==> src/rtl/knight_cmd_responder.sv <==
// knight_cmd_responder
//   Robot-side endpoint of the Bluetooth command link. Assembles two UART
//   bytes (high first) into a 16-bit command for cmd_proc, and sends one-byte
//   responses back through the UART transmitter.
// Ports:
//   clk, rst          : clock, synchronous active-high reset
//   rx_rdy, rx_data   : byte available from UART_rx
//   clr_rx_rdy        : combinational consume strobe back to UART_rx
//   cmd, cmd_rdy      : assembled command and its valid flag
//   clr_cmd_rdy       : consumer acknowledge
//   frame_err         : pulse when a half command is discarded on timeout
//   send_resp, resp   : response request and byte
//   trmt, tx_data     : start strobe and byte for UART_tx
//   tx_done           : UART_tx finished the byte
//   resp_sent         : pulse per completed response byte
//   resp_ovr          : pulse when a response is dropped
module knight_cmd_responder #(
  parameter int unsigned TIMEOUT_CYCLES = 1_000_000
) (
  input  logic        clk,
  input  logic        rst,
  input  logic        rx_rdy,
  input  logic [7:0]  rx_data,
  output logic        clr_rx_rdy,
  output logic [15:0] cmd,
  output logic        cmd_rdy,
  input  logic        clr_cmd_rdy,
  output logic        frame_err,
  input  logic        send_resp,
  input  logic [7:0]  resp,
  output logic        trmt,
  output logic [7:0]  tx_data,
  input  logic        tx_done,
  output logic        resp_sent,
  output logic        resp_ovr
);

  localparam int unsigned CNT_W = (TIMEOUT_CYCLES > 1) ? $clog2(TIMEOUT_CYCLES) : 1;
  localparam logic [CNT_W-1:0] CNT_LAST = CNT_W'(TIMEOUT_CYCLES - 1);

  typedef enum logic {WAIT_HI, WAIT_LO} rx_state_t;
  typedef enum logic {TX_IDLE, TX_BUSY} tx_state_t;

  // ---------------- Rx path ----------------
  rx_state_t        rx_state, rx_state_nxt;
  logic [7:0]       hi_byte, hi_byte_nxt;
  logic [CNT_W-1:0] to_cnt, to_cnt_nxt;
  logic [15:0]      cmd_nxt;
  logic             cmd_rdy_nxt;
  logic             frame_err_nxt;

  always_ff @(posedge clk) begin
    if (rst) begin
      rx_state  <= WAIT_HI;
      hi_byte   <= '0;
      to_cnt    <= '0;
      cmd       <= '0;
      cmd_rdy   <= 1'b0;
      frame_err <= 1'b0;
    end else begin
      rx_state  <= rx_state_nxt;
      hi_byte   <= hi_byte_nxt;
      to_cnt    <= to_cnt_nxt;
      cmd       <= cmd_nxt;
      cmd_rdy   <= cmd_rdy_nxt;
      frame_err <= frame_err_nxt;
    end
  end

  always_comb begin
    rx_state_nxt  = rx_state;
    hi_byte_nxt   = hi_byte;
    to_cnt_nxt    = to_cnt;
    cmd_nxt       = cmd;
    cmd_rdy_nxt   = cmd_rdy & ~clr_cmd_rdy;
    frame_err_nxt = 1'b0;
    clr_rx_rdy    = 1'b0;
    case (rx_state)
      WAIT_HI: begin
        if (rx_rdy) begin
          clr_rx_rdy   = ~rst;
          hi_byte_nxt  = rx_data;
          cmd_rdy_nxt  = 1'b0;  // new command supersedes an unconsumed one
          to_cnt_nxt   = '0;
          rx_state_nxt = WAIT_LO;
        end
      end
      WAIT_LO: begin
        if (rx_rdy) begin
          // a byte arriving on the last allowed idle cycle still completes the command
          clr_rx_rdy   = ~rst;
          cmd_nxt      = {hi_byte, rx_data};
          cmd_rdy_nxt  = 1'b1;  // set wins over a same-cycle clr_cmd_rdy
          rx_state_nxt = WAIT_HI;
        end else if (to_cnt == CNT_LAST) begin
          frame_err_nxt = 1'b1;
          hi_byte_nxt   = '0;
          to_cnt_nxt    = '0;
          rx_state_nxt  = WAIT_HI;
        end else begin
          to_cnt_nxt = to_cnt + 1'b1;
        end
      end
      default: rx_state_nxt = WAIT_HI;
    endcase
  end

  // ---------------- Tx path ----------------
  tx_state_t  tx_state, tx_state_nxt;
  logic       pend_vld, pend_vld_nxt;
  logic [7:0] pend_byte, pend_byte_nxt;
  logic [7:0] tx_data_nxt;
  logic       trmt_nxt, resp_sent_nxt, resp_ovr_nxt;

  always_ff @(posedge clk) begin
    if (rst) begin
      tx_state  <= TX_IDLE;
      pend_vld  <= 1'b0;
      pend_byte <= '0;
      tx_data   <= '0;
      trmt      <= 1'b0;
      resp_sent <= 1'b0;
      resp_ovr  <= 1'b0;
    end else begin
      tx_state  <= tx_state_nxt;
      pend_vld  <= pend_vld_nxt;
      pend_byte <= pend_byte_nxt;
      tx_data   <= tx_data_nxt;
      trmt      <= trmt_nxt;
      resp_sent <= resp_sent_nxt;
      resp_ovr  <= resp_ovr_nxt;
    end
  end

  always_comb begin
    tx_state_nxt  = tx_state;
    pend_vld_nxt  = pend_vld;
    pend_byte_nxt = pend_byte;
    tx_data_nxt   = tx_data;
    trmt_nxt      = 1'b0;
    resp_sent_nxt = 1'b0;
    resp_ovr_nxt  = 1'b0;
    case (tx_state)
      TX_IDLE: begin
        // tx_done is deliberately ignored here
        if (send_resp) begin
          tx_data_nxt  = resp;
          trmt_nxt     = 1'b1;
          tx_state_nxt = TX_BUSY;
        end
      end
      TX_BUSY: begin
        if (tx_done) begin
          resp_sent_nxt = 1'b1;
          if (pend_vld) begin
            tx_data_nxt  = pend_byte;
            trmt_nxt     = 1'b1;
            // the slot frees this cycle, so a simultaneous request refills it
            pend_vld_nxt = send_resp;
            if (send_resp) pend_byte_nxt = resp;
          end else if (send_resp) begin
            tx_data_nxt = resp;
            trmt_nxt    = 1'b1;
          end else begin
            tx_state_nxt = TX_IDLE;
          end
        end else if (send_resp) begin
          if (!pend_vld) begin
            pend_vld_nxt  = 1'b1;
            pend_byte_nxt = resp;
          end else begin
            resp_ovr_nxt = 1'b1;
          end
        end
      end
      default: tx_state_nxt = TX_IDLE;
    endcase
  end

endmodule

==> config.mk <==
export PLATFORM = sky130hd
export DESIGN_NAME = knight_cmd_responder
export DESIGN_NICKNAME = d
export VERILOG_FILES = /design/src/rtl/knight_cmd_responder.sv
export SDC_FILE = /design/constraint.sdc
export NUM_CORES = 1
export LEC_CHECK = 0
export CORE_MARGIN = 4
export CORE_UTILIZATION = 47
export DETAILED_ROUTE_END_ITERATION = 12
export MAX_ROUTING_LAYER = met4
export PLACE_DENSITY = 0.71
export SKIP_LAST_GASP = 1
export SLEW_MARGIN = 20
export SYNTH_ARGS = -nofsm -noshare
export SYNTH_HDL_FRONTEND = slang
export SYNTH_SLANG_ARGS = --single-unit
==> constraint.sdc <==
create_clock -name clk -period 2.2 [get_ports clk]
set_input_delay 0.22 -clock clk [delete_from_list [all_inputs] [get_ports clk]]
set_output_delay 0.22 -clock clk [all_outputs]
set_load 0.05 [all_outputs]
Word level (Yosys, flattened, before mapping)
Cells that the tools add are included.
{ "word_totals": {"elab_cells": 74, "out_inout_bits": 30, "regBits": 68} }
{ "op_classes": {"n_mux": 37, "eq_ne": 8, "n_addsub": 1, "reduce_logical": 9, "bitwise_logic": 6} }
{ "ops": {"columns": ["operator", "n"], "rows": [
  ["$mux 8", 11],
  ["$mux 20", 3],
  ["$pmux 20 s2", 1],
  ["$pmux 8 s2", 2],
  ["$add 20x1->20 const B", 1],
  ["$eq 20x20->1 const B", 1],
  ["$mux 1", 16],
  ["$ne 2x2->1 const B", 5],
  ["$pmux 1 s2", 4],
  ["$reduce_and 2->1", 3],
  ["$not 1->1", 5],
  ["$reduce_and 5->1", 1],
  ["$ne 2x1->1 const B", 2],
  ["$reduce_or 4->1", 1],
  ["$reduce_and 3->1", 1],
  ["$reduce_or 3->1", 1],
  ["$reduce_bool 2->1", 1],
  ["$reduce_or 2->1", 1],
  ["$and 1x1->1", 1]
]} }

Logic depth before layout (Yosys ltp)
Gate-level depths: netlist of run 1.
{ "logic_depth": {"word_depth": 4, "ltp_mapped": 9, "depth_no_buf": 6} }

Least setup slack after synthesis of run 1
No wires, ideal clock.
{ "synth_path": {"path_type": "register to register", "startpoint": "reg rx_state", "endpoint": "reg to_cnt[19]", "n_path_buf": 3, "required_ns": 2.114, "setup_time_ns": 0.086, "t_arrival_ns": 2.108, "stages_incl_launch_ff": 10, "setup_slack_ns": 0.006, "cell_sequence": "dfxtp_1 buf_2 inv_1 ha_1 buf_6 nand4_4 or3_1 buf_2 or4_4 a221oi_2"} }
{ "synth_between": {"elab_chain_cells": 3, "word_cells_on_any_way": 5} }
{ "synth_rtl": {"columns": ["element", "line", "text"], "rows": [
  ["start, declared", "45", "rx_state_t rx_state, rx_state_nxt;"],
  ["start signal, assigned", "61", "rx_state <= rx_state_nxt;"],
  ["$not 1->1 (no source line)", null, null],
  ["$ne 2x2->1 (no source line)", null, null],
  ["$reduce_and 2->1 (no source line)", null, null],
  ["end signal, assigned", "63", "to_cnt <= to_cnt_nxt;"],
  ["end, declared", "47", "logic [CNT_W-1:0] to_cnt, to_cnt_nxt;"]
]} }
Parallel ways exist; a longest one is shown, timed or not.
A chain may end at the register's enable or synchronous reset.

Worst setup path in the final report of run 1
{ "layout_path": {"startpoint": "in rx_rdy", "endpoint": "reg to_cnt[19]"} }
{ "layout_between": {"elab_chain_cells": 2, "word_cells_on_any_way": 3} }
{ "layout_rtl": {"columns": ["element", "line", "text"], "rows": [
  ["start, declared", "22", "input logic rx_rdy,"],
  ["$ne 2x2->1 (no source line)", null, null],
  ["$reduce_and 2->1 (no source line) (*)", null, null]
]} }
Every way passes the cells marked *; elsewhere a longest branch is shown, timed or not.

==> results of run 1 <==
cell usage in the layout, fill, tap and decap left out, types with 2 or more instances in the layout:
cell / count
dfxtp_1: 68
clkdlybuf4s50_1: 49
nor2_1: 40
mux2i_1: 24
buf_4: 24
nand2_1: 18
a21oi_1: 15
nand3_1: 14
clkbuf_8: 11
o211ai_1: 9
a22oi_1: 9
a211oi_1: 9
o21ai_0: 8
a311oi_1: 8
inv_1: 7
a221oi_1: 6
xnor2_1: 6
or3_1: 6
nand4_1: 5
xor2_1: 4
nand2b_1: 4
and3_1: 3
nor4_1: 3
nor3_1: 3
nor4b_1: 2
and3_2: 2
nand4b_1: 2
o31ai_1: 2
nand3_2: 2
o2111ai_1: 2
ha_1: 2
clkinvlp_4: 2
per-stage QoR:
| step | utilization | hold slack [ns] | power, mW | setup WS [ns] |
|---|---|---|---|---|
| finish | 0.636 | 0.311 | 2.75 | 0.216 |
| global placement | 0.599 | 0.474 | 1.70 | -0.248 |
| CTS | 0.634 | 0.310 | 2.77 | 0.0931 |
| global route | 0.636 | 0.349 | 2.88 | 0.0871 |
| floorplan | - | 0.347 | 1.57 | 0.00570 |
| detailed placement | 0.599 | 0.482 | 1.71 | -0.255 |
kinds of logic (layout without fill, tap and decap cells):
kind of cell	count (synthesis)	after routing	share of synthesized area
xor+xnor	10	10	0.0296
flops	68	68	0.461
compound gates	71	71	0.169
fa+ha+maj	3	3	0.0127
mux	24	24	0.0813
buf+inv	31	97	0.0470
simple gates	113	113	0.199
synthesized netlist by cell type, types with 7 or more instances:
| library cell | n |
|---|---|
| a211oi_1 | 9 |
| a21oi_1 | 15 |
| a22oi_1 | 9 |
| a311oi_1 | 8 |
| clkbuf_1 | 15 |
| dfxtp_1 | 68 |
| inv_1 | 7 |
| mux2i_1 | 24 |
| nand2_1 | 18 |
| nand3_1 | 14 |
| nor2_1 | 40 |
| o211ai_1 | 9 |
| o21ai_0 | 8 |
worst min-delay path by stage:
stage	cells past startpoint	startpoint	slack [ns]	endpoint
after floorplan	2	send_resp	0.35	resp_ovr
after global placement	2	cmd[9]	0.47	cmd[9]
after detailed placement	2	cmd[13]	0.48	cmd[13]
after CTS	2	rst	0.31	cmd[13]
after global routing	2	rst	0.35	cmd[11]
final	2	rst	0.31	cmd[9]
per-layer routing:
| layer | share of wire | vias up |
|---|---|---|
| met1 | 0.46 | 1239 |
| met4 | 0.016 | 0 |
| met5 | 0 | - |
| met2 | 0.49 | 42 |
| met3 | 0.039 | 12 |
| li1 | - | 1290 |
worst register-to-register path: cells and delay by family (launching register included):
kind / cells / cell delay, ns
fa+ha+maj: 1 / 0.34
buf+inv: 1 / 0.11
compound gates: 1 / 0.23
flops: 1 / 0.33
simple gates: 3 / 0.89
sequential cells by signal, indices dropped and copies added, names as in the netlist, 8 cells and up:
register / count
cmd: 16
tx_data: 8
to_cnt: 20
pend_byte: 8
hi_byte: 8
cell type report:
class	count	area, µm²	share of cell area
Timing Repair Buffer	74	676	0.176
Inverter	7	26.3	0.00685
Multi-Input combinational cell	221	1470	0.383
Clock buffer	11	151	0.0395
Tap cell	75	93.8	0.0245
Sequential cell	68	1360	0.355
Clock inverter	5	58.8	0.0153
power breakdown:
part / total (mW) / internal, mW / switching [mW]
Sequential: 1.30 / 1.27 / 0.0288
Combinational: 0.384 / 0.155 / 0.229
Clock: 1.06 / 0.587 / 0.476
Total: 2.75 / 2.02 / 0.734
timing repair:
action / CTS / global route
setup endpoints to repair: 0 / 2
setup buffers: 0 / 0
resized for setup: 0 / 2
hold buffers: 0 / 0
==> results.py, run 1 <==
metrics = {
    "power_and_ir_drop": {
        "irDropWorstVdd_uv": 422,
        "power_leakage_nw": 1.32,
        "power_density_nw_per_um2": 717,
    },
    "floorplan": {
        "core-area_um2": 6030,
        "die_area_um2": 7620,
        "row_count": 28,
        "floorplan.io_pins": 52,
        "dieWidth_um": 87.3,
        "die_h_um": 87.3,
        "initial_core_util": 0.490,
    },
    "global_routing": {
        "met1_usage": 0.254,
        "grt_max_degree": 29,
        "busiest_layer": "met2",
        "first_global_vias": 2582,
        "met2_usage": 0.318,
        "overflow": 0,
        "track_usage": 0.203,
        "antenna_found_initial": 0,
        "use_met3": 0.0445,
        "grt_pass1_wl_um": 12000,
    },
    "clock_tree": {
        "clockRootBuffer": "clkbuf_8",
        "clock_sinks": 68,
        "clkSlewWorstSetupHoldPaths_ns": 0.08,
        "cts_buffers": 9,
        "h-tree-depth": 3,
        "cts_buffer_depth": 2,
        "tritoncts": "yes",
        "insertion_delay_ns": 0.34,
    },
    "worst_setup_path": {
        "worst_setup_path_start_kind": "input pin",
        "worstPathCellList": "clkdlybuf4s50_1 > inv_1 > ha_4 > nand4_4 > or3_1 > or4_4 > a221oi_2",
        "path_class": "input pin to register",
        "r2r-end": "to_cnt[19]",
        "crit_fanout": 8,
        "slowest_stage": "clkdlybuf4s50_1",
        "path_delay_family": "simple AND/OR/NAND/NOR gates",
        "r2r_start": "rx_state",
        "endpoint_kind": "register",
        "cp-startpoint": "rx_rdy",
        "timing.critical_path.buf_inv": 2,
        "crit_path_max_incr_delay_ns": 0.49,
        "arrival_ns": 2.24,
        "cp.required_ns": 2.46,
        "cp.depth": 7,
        "reg2reg_depth": 6,
        "r2r_slack_ns": 0.22,
        "endpoint": "to_cnt[19]",
    },
    "route": {
        "final_antenna_net_count": 0,
        "wirelength_um": 6810,
        "vias_per_cell": 5.60,
        "drt_first_iter_violations": 118,
        "drc": 0,
        "firstDrtPassIters": 5,
        "vias": 2583,
        "detail_route.wl_per_cell_um": 14.8,
    },
    "timing": {
        "worst_pin_slew_ns": 0.535,
        "clock_skew_ns": 0.0114,
        "fin_crit_ns": 1.98,
        "period_share": 0.902,
        "slew_headroom": 0.642,
        "setup_viol": 0,
        "totalNegativeSetupSlack_ns": 0,
        "rsz0062_at_grt": "false",
        "fmax_mhz": 504,
        "final_max_slew_viol_count": 0,
        "final-hold-violation-count": 0,
    },
    "placed_design": {
        "place.port_buffers": 51,
        "dpl.cell_count": 445,
        "hpwl_um": 4670,
        "dpl_cell_area_um2": 3610,
        "place_congestion": 0.951,
    },
    "logic_synthesis": {
        "ys_types": 44,
        "yosys_register_bits": 68,
        "syn-cell-area_um2": 2960,
        "synthTopCellsByArea": "dfxtp_1 46%, mux2i_1 8.1%, nor2_1 5.1%, a21oi_1 2.5%, a311oi_1 2.4%",
        "ys_seq_area_frac": 0.461,
        "postSynthAreaPerCell_um2": 9.24,
        "synth_top_area_cell": "dfxtp_1",
        "synth_enable_flop_cells": 0,
        "yosys_warnings": 0,
        "syn_inst": 320,
        "dominantRegCellSynth": "dfxtp_1",
        "synth_top_area_share": 0.461,
        "async_reset_ff_frac": 0,
        "synth_fp_nets": 345,
    },
    "layout": {
        "fillers": 506,
        "diodes": 0,
        "area_delta_synth_final_pct": 29.8,
        "postLayoutCellArea_um2": 3830,
        "nets": 406,
        "layout.cells.non_filler": 461,
        "drive_gt1_frac": 0.130,
    },
    "worst_hold_path": {
        "hold_path.class": "input pin to register",
    },
    "run_status": {
        "status": "completed",
    },
    "run": {
        "maxCapViolCount": 0,
    },
}
Power figures use the tool's default switching activity.
==> run 2, diff against run 1 <==
--- a/config.mk
+++ b/config.mk
@@ -10,5 +10,5 @@
 export DETAILED_ROUTE_END_ITERATION = 12
 export MAX_ROUTING_LAYER = met4
-export PLACE_DENSITY = 0.71
+export PLACE_DENSITY = 0.74
 export SKIP_LAST_GASP = 1
 export SLEW_MARGIN = 20
==> constraint.sdc (replaced) <==
create_clock -name clk -period 2.2 [get_ports clk]
set_input_delay 0.22 -clock clk [delete_from_list [all_inputs] [get_ports clk]]
set_output_delay 0.22 -clock clk [all_outputs]
set_load 0.01 [all_outputs]
==> run 2 against run 1 <==
  * Flip-flop and latch count is the same
  * Design area is 0.55% higher
  * Hold slack improved by 0.051 ns
  * Non-clock buffer count fell by 3
  * Total power is 7.7% higher
  * Die area did not move
  * Combinational power decreased by 22%
  * Wire length shrank 1.1%
  * Via count fell by 0.62%
  * Utilization rose by 0.35 points
  * Register-to-register slack got worse by 0.04 ns
  * First-iteration DRC count is 36% higher
==> results.py, run 2 (synthesized netlist as in run 1, its figures left out) <==
metrics = {
    "layout": {
        "final_cell_mix": "68 x dfxtp_1, 50 x clkdlybuf4s50_1, 40 x nor2_1",
        "largestRegisters": "to_cnt (20), cmd (16)",
        "nets": 403,
        "finish.utilization": 0.640,
        "fillers": 514,
        "layout.cells.non_filler": 458,
        "largest_reg_flops": 20,
        "diodes": 0,
        "drive_gt1_frac": 0.115,
        "area_delta_synth_final_pct": 30.5,
        "regMostFlops": "to_cnt",
        "final_common_cell": "dfxtp_1",
        "postLayoutCellArea_um2": 3860,
    },
    "route": {
        "firstDrtPassIters": 4,
        "drc": 0,
        "vias_per_cell": 5.60,
        "drt_first_iter_violations": 160,
        "wirelength_um": 6740,
        "detail_route.wl_per_cell_um": 14.7,
        "vias": 2567,
        "final_antenna_net_count": 0,
    },
    "global_routing": {
        "overflow": 0,
        "track_usage": 0.191,
        "grt_pass1_wl_um": 11400,
        "grt_max_degree": 45,
        "first_global_vias": 2452,
        "antenna_found_initial": 0,
    },
    "timing": {
        "final_max_slew_viol_count": 0,
        "fmax_mhz": 494,
        "period_share": 0.921,
        "rsz0062_at_grt": "false",
        "final-hold-violation-count": 0,
        "worst_pin_slew_ns": 0.494,
        "fin_crit_ns": 2.03,
        "fin_hold_ws_ns": 0.362,
        "slew_headroom": 0.670,
        "clock_skew_ns": 0.0109,
        "setup_viol": 0,
        "totalNegativeSetupSlack_ns": 0,
        "layout_setup_ws_ns": 0.174,
    },
    "worst_hold_path": {
        "hold_path.class": "input pin to register",
    },
    "clock_tree": {
        "h-tree-depth": 3,
        "cts_buffer_depth": 2,
        "postCtsSetupBuffers": 0,
        "clkSlewWorstSetupHoldPaths_ns": 0.07,
        "tritoncts": "yes",
        "cts_hold_buf": 0,
        "clock_sinks": 68,
        "clockRootBuffer": "clkbuf_8",
        "insertion_delay_ns": 0.34,
        "cts_resized": 0,
        "cts_buffers": 9,
    },
    "floorplan": {
        "die_area_um2": 7620,
        "initial_core_util": 0.490,
        "dieWidth_um": 87.3,
        "core-area_um2": 6030,
        "floorplan.io_pins": 52,
        "row_count": 28,
        "die_h_um": 87.3,
    },
    "placed_design": {
        "hpwl_um": 4460,
        "place.port_buffers": 51,
        "dpl.cell_count": 442,
        "place_congestion": 0.856,
        "post-place-ws_ns": -0.170,
        "dpl_cell_area_um2": 3590,
    },
    "worst_setup_path": {
        "slowest_stage": "or4_4",
        "reg2reg_depth": 6,
        "path_class": "register to register",
        "crit_path_max_incr_delay_ns": 0.43,
        "path_delay_family": "simple AND/OR/NAND/NOR gates",
        "r2r_slack_ns": 0.17,
        "cp.required_ns": 2.45,
        "endpoint_kind": "register",
        "endpoint": "to_cnt[19]",
        "cp.depth": 6,
        "r2r_start": "rx_state",
        "worst_setup_path_start_kind": "register",
        "crit_fanout": 5,
        "timing.critical_path.buf_inv": 1,
        "r2r-end": "to_cnt[19]",
        "worstPathCellList": "inv_1 > ha_1 > nand4_4 > or3_1 > or4_4 > a221oi_2",
        "arrival_ns": 2.28,
        "cp-startpoint": "rx_state",
    },
    "run": {
        "maxCapViolCount": 0,
    },
    "power_and_ir_drop": {
        "power_leakage_nw": 1.33,
        "finalPower_mw": 2.96,
        "power_density_nw_per_um2": 768,
        "irDropWorstVdd_uv": 444,
    },
    "run_status": {
        "status": "completed",
    },
}
==> run 2: cell type report <==
cell class	count	area, µm²	share of cell area
repair buffers	71	656	0.170
well taps	75	93.8	0.0243
flip-flops and latches	68	1360	0.353
clock buffers	10	128	0.0331
clock inverters	6	136	0.0354
inverters	7	26.3	0.00681
multi-input cells	221	1460	0.377
==> run 2: metal layers <==
metal / part of all wire / global-route usage / up-vias / routed length, µm
li1: - / - / 1288 / -
met1: 0.49 / 0.255 / 1211 / 3290
met2: 0.46 / 0.284 / 55 / 3110
met3: 0.038 / 0.0416 / 13 / 255
met4: 0.013 / 0.0697 / 0 / 90
met5: 0 / - / - / 0
==> run 2: how the worst min path moves through the flow <==
stage | startpoint | to | slack [ns] | depth (start not counted)
after global placement | cmd[4] | cmd[4] | 0.47 | 2
after global routing | rst | to_cnt[2] | 0.37 | 3
after CTS | rst | to_cnt[2] | 0.35 | 3
after detailed placement | cmd[8] | cmd[8] | 0.48 | 2
final | rst | to_cnt[2] | 0.36 | 3
after floorplan | send_resp | resp_ovr | 0.35 | 2
==> run 2: worst register-to-register path, delay by kind of cell (launching register included) <==
kind	cells	cell delay, ns
AND/OR/NAND/NOR	3	0.89
adder cells (fa/ha/maj)	1	0.40
flip-flops	1	0.33
AO/OA/AOI/OAI	1	0.23
buffers and inverters	1	0.09
==> run 2: where the power goes <==
part / leakage, nW / total [mW] / internal, mW / switching (mW)
sequential: 0.553 / 1.31 / 1.27 / 0.0319
clock: 0.127 / 1.35 / 0.870 / 0.485
combinational: 0.654 / 0.301 / 0.149 / 0.152
total: 1.33 / 2.96 / 2.29 / 0.668
==> run 3, diff against run 2 <==
CAP_MARGIN = 40   (was not set)
CORE_MARGIN = 3   (was 4)
CORE_UTILIZATION = 45   (was 47)
PLACE_DENSITY = 0.72   (was 0.74)
==> run 3 against run 2 <==
  * Clock power decreased by 13%
  * Critical path type is now input pin to register
  * Utilization decreased by 1.9 points
  * Maximum frequency decreased by 0.50%
  * Critical path depth increased by 1
  * Design area decreased by 1.3%
  * Highest routed layer unchanged
  * Die area decreased by 0.58%
  * Critical endpoint unchanged
  * Count of clock-buffer cells in the layout increased by 1
  * Global-route usage increased by 0.63 points
==> results.py, run 3 (synthesized netlist as in run 1, its figures left out) <==
metrics = {
    "global_routing": {
        "use_met3": 0.0634,
        "track_usage": 0.198,
        "grt_pass1_wl_um": 11700,
        "met2_usage": 0.323,
        "overflow": 0,
        "antenna_found_initial": 0,
        "met1_usage": 0.233,
        "first_global_vias": 2630,
        "busiest_layer": "met2",
        "grt_max_degree": 69,
    },
    "clock_tree": {
        "clkSlewWorstSetupHoldPaths_ns": 0.07,
        "cts_resized": 0,
        "h-tree-depth": 3,
        "cts_hold_buf": 0,
        "clockRootBuffer": "clkbuf_8",
        "tritoncts": "yes",
        "cts_buffers": 9,
        "postCtsSetupBuffers": 0,
        "clock_sinks": 68,
        "cts_buffer_depth": 2,
        "insertion_delay_ns": 0.34,
    },
    "floorplan": {
        "die_area_um2": 7580,
        "initial_core_util": 0.482,
        "row_count": 28,
        "floorplan.io_pins": 52,
        "die_h_um": 87.0,
        "core-area_um2": 6130,
        "dieWidth_um": 87.0,
    },
    "power_and_ir_drop": {
        "internal-power_mw": 2.12,
        "seqPwrFrac": 0.471,
        "switching_share": 0.234,
        "finalPower_mw": 2.77,
        "power_density_nw_per_um2": 729,
        "pwr-share-comb": 0.107,
        "switchingPower_uw": 650,
        "power_leakage_nw": 1.30,
        "power_frac_clock": 0.422,
        "irDropWorstVdd_uv": 561,
    },
    "worst_setup_path": {
        "timing.critical_path.buf_inv": 2,
        "worst_setup_path_start_kind": "input pin",
        "arrival_ns": 2.29,
        "worstPathCellList": "clkdlybuf4s50_1 > inv_1 > ha_1 > nand4_4 > or3_1 > or4_4 > a221oi_2",
        "path_delay_family": "simple AND/OR/NAND/NOR gates",
        "crit_path_max_incr_delay_ns": 0.48,
        "cp.required_ns": 2.45,
        "endpoint_kind": "register",
        "crit_fanout": 4,
        "slowest_stage": "clkdlybuf4s50_1",
        "path_class": "input pin to register",
    },
    "timing": {
        "fmax_mhz": 491,
        "final-hold-violation-count": 0,
        "final_max_slew_viol_count": 0,
        "layout_setup_ws_ns": 0.164,
        "fin_crit_ns": 2.04,
        "totalNegativeSetupSlack_ns": 0,
        "setup_viol": 0,
        "slew_headroom": 0.548,
        "rsz0062_at_grt": "false",
        "worst_pin_slew_ns": 0.679,
        "clock_skew_ns": 0.00824,
        "period_share": 0.926,
    },
    "layout": {
        "largestRegisters": "to_cnt (20), cmd (16)",
        "drive_gt1_frac": 0.111,
        "area_delta_synth_final_pct": 28.7,
        "final_common_cell": "dfxtp_1",
        "largest_reg_flops": 20,
        "layout.cells.non_filler": 455,
        "diodes": 0,
        "nets": 400,
        "final_cell_mix": "68 x dfxtp_1, 50 x clkdlybuf4s50_1, 40 x nor2_1",
        "finish.utilization": 0.621,
        "regMostFlops": "to_cnt",
    },
    "route": {
        "detail_route.wl_per_cell_um": 14.4,
        "vias_per_cell": 5.54,
        "drc": 0,
        "wirelength_um": 6550,
        "drt_first_iter_violations": 119,
        "vias": 2521,
        "final_antenna_net_count": 0,
        "firstDrtPassIters": 4,
    },
    "run_status": {
        "status": "completed",
    },
    "run": {
        "maxCapViolCount": 0,
    },
    "placed_design": {
        "post-place-ws_ns": -0.173,
        "hpwl_um": 4420,
        "place_congestion": 0.897,
        "place.port_buffers": 51,
        "dpl.cell_count": 439,
    },
    "worst_hold_path": {
        "hold_path.class": "input pin to register",
    },
}
run 3: cell count changes in the layout (fill, tap and decap cells not counted), sizes merged:
cell,change
clkbuf,+1
bufinv,-2
buf,-3
clkinvlp,+1
run 3: worst paths after layout:
| kind | from | depth (start not counted) | slack [ns] | endpoint |
|---|---|---|---|---|
| worst max-delay path | rx_rdy | 7 | 0.16 | to_cnt[19] |
| worst min-delay path | resp[6] | 3 | 0.48 | tx_data[6] |
| worst max register to register | rx_state | 6 | 0.17 | to_cnt[19] |
| worst min register to register | cmd[12] | 2 | 0.49 | cmd[12] |
run 3: through the flow:
step | instance area, µm² | hold WS (ns)
2_1_floorplan | 2960 | 0.347
5_1_grt | 3800 | 0.500
4_1_cts | 3800 | 0.459
6_report | 3800 | 0.477
3_3_place_gp | 3570 | 0.473
3_5_place_dp | 3570 | 0.485
run 3: cell type report:
class	count	area [µm²]
repair buffers	68	633
inverters	7	26.3
flip-flops and latches	68	1360
well taps	75	93.8
multi-input cells	221	1460
clock buffers	11	151
clock inverters	5	83.8
fillers	510	2330
run 3: power by group through the flow:
stage | combinational, mW | sequential, mW | clock [mW]
floorplan | 0.160 | 1.34 | 0
CTS | 0.299 | 1.31 | 1.20
finish | 0.298 | 1.31 | 1.17
detailed placement | 0.298 | 1.33 | 0
global placement | 0.294 | 1.33 | 0
global route | 0.329 | 1.31 | 1.24
run 3: worst min-delay path: stages:
cell             delay [ns]
clkdlybuf4s50_1        0.42
nand2_1                0.06
a311oi_1               0.08
run 3: layer usage:
layer	vias to the layer above	share of wire	wire, µm
met5	-	0	0
met4	0	0.011	72
met3	6	0.044	289
met2	48	0.48	3130
li1	1276	-	-
met1	1191	0.47	3060
